==> src/rtl/vga_fill_pkg.sv <==
// Shared types and widths for the VGA screen-fill sequencer.
package vga_fill_pkg;

    localparam int COORD_W = 9;
    localparam int COLOR_W = 3;

    typedef enum logic [1:0] {
        IDLE = 2'd0,
        FILL = 2'd1,
        DONE = 2'd2
    } state_t;

    // Highest coordinate value for an axis holding `pixels` positions.
    function automatic logic [COORD_W-1:0] coord_last(input int pixels);
        return COORD_W'(pixels - 1);
    endfunction

endpackage

==> src/rtl/vga_fill_fsm_pixel_counter.sv <==
// Nested column-major pixel counter: y is the inner (fast) axis, x the outer.
// Stops on the last pixel so the coordinates hold once the sweep is complete.
module pixel_counter
    import vga_fill_pkg::*;
#(
    parameter int X_PIXELS = 160,
    parameter int Y_PIXELS = 120
)
(
    input  logic               clk,
    input  logic               reset,
    input  logic               clear,
    input  logic               enable,
    output logic [COORD_W-1:0] x,
    output logic [COORD_W-1:0] y,
    output logic               last
);

    localparam logic [COORD_W-1:0] X_LAST = coord_last(X_PIXELS);
    localparam logic [COORD_W-1:0] Y_LAST = coord_last(Y_PIXELS);

    logic x_last;
    logic y_last;

    assign x_last = (x == X_LAST);
    assign y_last = (y == Y_LAST);
    assign last   = x_last && y_last;

    // Advance one pixel per enabled cycle; clear restarts the sweep at (0,0).
    always_ff @(posedge clk or posedge reset) begin
        // NOTE: state registers use non-blocking assignments so every flop
        // samples the pre-edge values of its neighbours, matching hardware.
        if (reset) begin
            x <= '0;
            y <= '0;
        end else if (clear) begin
            x <= '0;
            y <= '0;
        end else if (enable && !last) begin
            if (!y_last) begin
                y <= y + 1'b1;
            end else begin
                y <= '0;
                // x never moves past its last column, even on a stray enable.
                if (!x_last) begin
                    x <= x + 1'b1;
                end
            end
        end
    end

endmodule

==> src/rtl/vga_fill_fsm.sv <==
// Screen-fill sequencer for the VGA adapter: on a start request, plots every
// pixel of the screen once in column-major order with colour stripes taken
// from the low bits of x. All outputs come straight from flops.
module vga_fill_fsm
    import vga_fill_pkg::*;
#(
    parameter int X_PIXELS = 160,
    parameter int Y_PIXELS = 120
)
(
    input  logic               clk,
    input  logic               reset,
    input  logic               write,
    output logic [COLOR_W-1:0] color,
    output logic [COORD_W-1:0] x,
    output logic [COORD_W-1:0] y,
    output logic               write_out
);

    state_t             state;
    logic               cnt_clear;
    logic               cnt_enable;
    logic               cnt_last;
    logic [COORD_W-1:0] cnt_x;
    logic [COORD_W-1:0] cnt_y;

    // The counter is zeroed on the same edge that launches the fill, so the
    // first plotted pixel is (0,0) one cycle after write is sampled.
    assign cnt_clear  = (state == IDLE) && write;
    assign cnt_enable = (state == FILL) && !cnt_last;

    pixel_counter #(
        .X_PIXELS (X_PIXELS),
        .Y_PIXELS (Y_PIXELS)
    ) u_counter (
        .clk    (clk),
        .reset  (reset),
        .clear  (cnt_clear),
        .enable (cnt_enable),
        .x      (cnt_x),
        .y      (cnt_y),
        .last   (cnt_last)
    );

    // Colour is a pure function of the registered column: mod-8 stripes.
    assign x     = cnt_x;
    assign y     = cnt_y;
    assign color = cnt_x[COLOR_W-1:0];

    // Sequencer: IDLE waits for write, FILL plots one pixel per clock, DONE
    // holds until write drops so a held request yields exactly one fill.
    always_ff @(posedge clk or posedge reset) begin
        if (reset) begin
            state     <= IDLE;
            write_out <= 1'b0;
        end else begin
            case (state)
                IDLE: begin
                    if (write) begin
                        state     <= FILL;
                        write_out <= 1'b1;
                    end else begin
                        write_out <= 1'b0;
                    end
                end
                FILL: begin
                    // The last pixel has been on the bus for one cycle when
                    // cnt_last is seen, so this edge ends the strobe.
                    if (cnt_last) begin
                        state     <= DONE;
                        write_out <= 1'b0;
                    end else begin
                        write_out <= 1'b1;
                    end
                end
                DONE: begin
                    write_out <= 1'b0;
                    if (!write) begin
                        state <= IDLE;
                    end
                end
                // NOTE: the unused encoding recovers to IDLE, so a corrupted
                // state register can never leave the strobe stuck high.
                default: begin
                    state     <= IDLE;
                    write_out <= 1'b0;
                end
            endcase
        end
    end

endmodule

==> config.mk <==
export PLATFORM = sky130hd
export DESIGN_NAME = vga_fill_fsm
export DESIGN_NICKNAME = d
export VERILOG_FILES = /design/src/rtl/vga_fill_pkg.sv /design/src/rtl/vga_fill_fsm_pixel_counter.sv /design/src/rtl/vga_fill_fsm.sv
export SDC_FILE = /design/constraint.sdc
export NUM_CORES = 1
export LEC_CHECK = 0
export CAP_MARGIN = 25
export CORE_MARGIN = 2
export CORE_UTILIZATION = 30
export DETAILED_ROUTE_END_ITERATION = 12
export GPL_ROUTABILITY_DRIVEN = 0
export GPL_TIMING_DRIVEN = 0
export HOLD_SLACK_MARGIN = 0.1
export PLACE_DENSITY_LB_ADDON = 0.12
export SETUP_SLACK_MARGIN = 0.1
export SYNTH_ARGS = -nofsm -noshare
export SYNTH_HDL_FRONTEND = slang
export SYNTH_SLANG_ARGS = --single-unit
==> constraint.sdc <==
create_clock -name clk -period 3.75 [get_ports clk]
set_input_delay 0.75 -clock clk [delete_from_list [all_inputs] [get_ports clk]]
set_output_delay 0.75 -clock clk [all_outputs]
set_load 0.005 [all_outputs]
==> impl_metrics.json <==
{
  "clkSinkCount": 21,
  "syn_area_um2": 1166,
  "num_io_pins": 25,
  "coreArea_um2": 3689,
  "hpwl_um": 2015,
  "fmax_mhz": 425.7,
  "seq_area_frac_synth_pct": 45.06,
  "reg2reg_depth": 4,
  "synthArstFlopShare_pct": 100.0,
  "crit_type": "in -> reg",
  "crit_start": "write",
  "post-route-drc-count": 0,
  "num_vias": 1051,
  "place_inst": 192,
  "die-height_um": 66.35,
  "rows": 22,
  "initial_utilization_pct": 31.61,
  "drt_iter0_markers": 29,
  "place.port_buffers": 24,
  "ant_nets": 0,
  "cts_max_path_buffers": 2,
  "cp_top_family": "simple AND/OR/NAND/NOR gates",
  "ir_drop_uv": 250.1,
  "status": "completed",
  "r2r_end": "u_counter.x[7]",
  "crit_path_end": "u_counter.y[5]",
  "clk_latency_ns": 0.26,
  "routed_wl_um": 2836,
  "finalSetupViolations": 0,
  "drive_gt1_share_pct": 10.14,
  "rsz0062_at_grt": "false",
  "overflow": 0,
  "tightest_slew_ns": 1.080,
  "max-cap-violations": 0,
  "power_density_nw_per_um2": 468.8,
  "grt_pass1_wl_um": 4843,
  "worstPathArrival_ns": 2.48,
  "p_leak_nw": 0.5762,
  "hp-class": "reg -> reg",
  "ys.flop_type": "dfrtp_1",
  "fin_nets": 154,
  "area_growth_pct": 29.72,
  "crit_chain": "clkdlybuf4s50_1 -> nor3b_1 -> mux2_2 -> a31oi_1",
  "synth_edf_count": 0,
  "synth-seq-cells": 21,
  "critPathBufInv": 1,
  "slew_violations": 0,
  "cts_buffers": 3,
  "post-route-min-period_ns": 2.349,
  "cts_resized": 0,
  "postSynthAreaPerCell_um2": 9.718,
  "synth_most_common_cell": "dfrtp_1",
  "fin_crit_sh_pct": 62.64,
  "yosysTopAreaCell": "dfrtp_1",
  "endpoint_kind": "flip-flop",
  "ys_warn_count": 0,
  "finalNonFillerCells": 196,
  "die_w_um": 66.35,
  "clk_pin_slew_worst_paths_ns": 0.08,
  "drt-pass1-iter-count": 4,
  "cp.depth": 4,
  "antenna_cells": 0,
  "tns_ns": 0,
  "skew_ns": 0.005633,
  "cp-start-kind": "primary input",
  "h-tree-depth": 1,
  "r2r_slack_ns": 1.50,
  "n_fill_cell": 382,
  "antenna_found_initial": 0,
  "grt_max_degree": 22,
  "grt_pass1_vias": 1131,
  "cp_max_fo": 8,
  "rr_startpoint": "u_counter.y[7]",
  "synth_common_cells": "dfrtp_1 (21), nand2_1 (14), o21ai_0 (8), inv_1 (7), o31ai_1 (6)",
  "cts_tree": "yes",
  "die_area_um2": 4402,
  "syn_inst": 120,
  "hold_viol": 0,
  "cts-root-buf": "clkbuf_8",
  "crit_required_ns": 3.88,
  "ys_types": 40,
  "synth.area.top_cells": "dfrtp_1 (45%), nand2_1 (4.5%), o31ai_1 (3.9%)",
  "max_stage_delay_ns": 0.88,
  "wl_per_cell_um": 14.47,
  "track_usage_pct": 14.25,
  "syn_nets": 125,
  "slowest_stage": "nor3b_1",
  "yosysTopAreaCellShare_pct": 45.06,
  "via_per_inst": 5.362,
  "max_slew_margin_pct": 27.87,
  "holdBufCountCts": 0,
  "cts_setup_buffers": 0
}
## power by group
| part | leakage (nW) | total (W) | switching [W] | internal, W |
|---|---|---|---|---|
| Clock | 0.0255 | 0.000151 | 0.0000769 | 0.0000741 |
| Combinational | 0.279 | 0.000216 | 0.0000856 | 0.000130 |
| Sequential | 0.272 | 0.000342 | 0.0000714 | 0.000271 |
## metrics by stage
stage          hold WS (ns)  util (%)   power, W  instance area [um2]  setup slack [ns]
2_1_floorplan        0.4881         -  0.0004364                 1166             1.619
3_3_place_gp         0.4965     39.76  0.0005583                 1466             1.196
3_5_place_dp         0.5166     39.76  0.0005633                 1466             1.138
4_1_cts              0.5284     41.01  0.0007173                 1513             1.412
5_1_grt              0.5572     41.01  0.0007635                 1513             1.352
6_report             0.5211     41.01  0.0007092                 1513             1.401
## sequential cells by signal (all words and copies together), names as in the netlist
name,count
write_out,1
u_counter.y,9
state,2
u_counter.x,9
## cell families after synthesis
group / synth area share, %
adder cells (fa/ha/maj): 2.146
multiplexers: 4.399
XOR/XNOR: 0.7512
AND/OR/NAND/NOR: 25.65
flip-flops: 45.06
AO/OA/AOI/OAI: 16.74
buffers and inverters: 5.258
## worst reg2reg max path: stages, from the launching register on
cell	delay (ns)
dfrtp_1	0.44
or4b_1	0.58
nor4_1	0.52
or3b_2	0.49
a21oi_1	0.15
## routing by layer
layer  GRT usage (%)  routed length, um  share of wire, %
met5               0                  0                 0
met4           5.612                 46               1.6
met3           2.555                113               4.0
met2           25.25               1385                49
met1           16.86               1291                46
## worst min path at each step
stage | to | cells after the start | slack, ns | startpoint
6_report | u_counter.x[8] | 1 | 0.52 | u_counter.x[8]
5_1_grt | u_counter.x[8] | 1 | 0.56 | u_counter.x[8]
4_1_cts | u_counter.x[8] | 1 | 0.53 | u_counter.x[8]
3_5_place_dp | u_counter.x[8] | 1 | 0.52 | u_counter.x[8]
3_3_place_gp | u_counter.x[8] | 1 | 0.50 | u_counter.x[8]
2_1_floorplan | u_counter.x[8] | 1 | 0.49 | u_counter.x[8]
## layout make-up
| cell class | instances | area [um2] | area share (%) |
|---|---|---|---|
| Inverter | 7 | 26.28 | 1.737 |
| Clock inverter | 1 | 5.005 | 0.3309 |
| Tap cell | 48 | 60.06 | 3.970 |
| Multi-Input combinational cell | 86 | 579.3 | 38.30 |
| Clock buffer | 3 | 41.29 | 2.730 |
| Timing Repair Buffer | 24 | 240.2 | 15.88 |
| Buffer | 6 | 35.03 | 2.316 |
| Sequential cell | 21 | 525.5 | 34.74 |
## placed cells by master, fill, tap and decap left out, types with 4 or more instances in the layout
cell,netlist,layout
nand2_1,14,14
a21oi_1,5,5
mux2i_1,4,4
o21ai_0,8,8
nand3_1,4,4
inv_1,7,7
dfrtp_1,21,21
clkdlybuf4s50_1,0,24
o31ai_1,6,6
(Power assumes the default switching activity.)
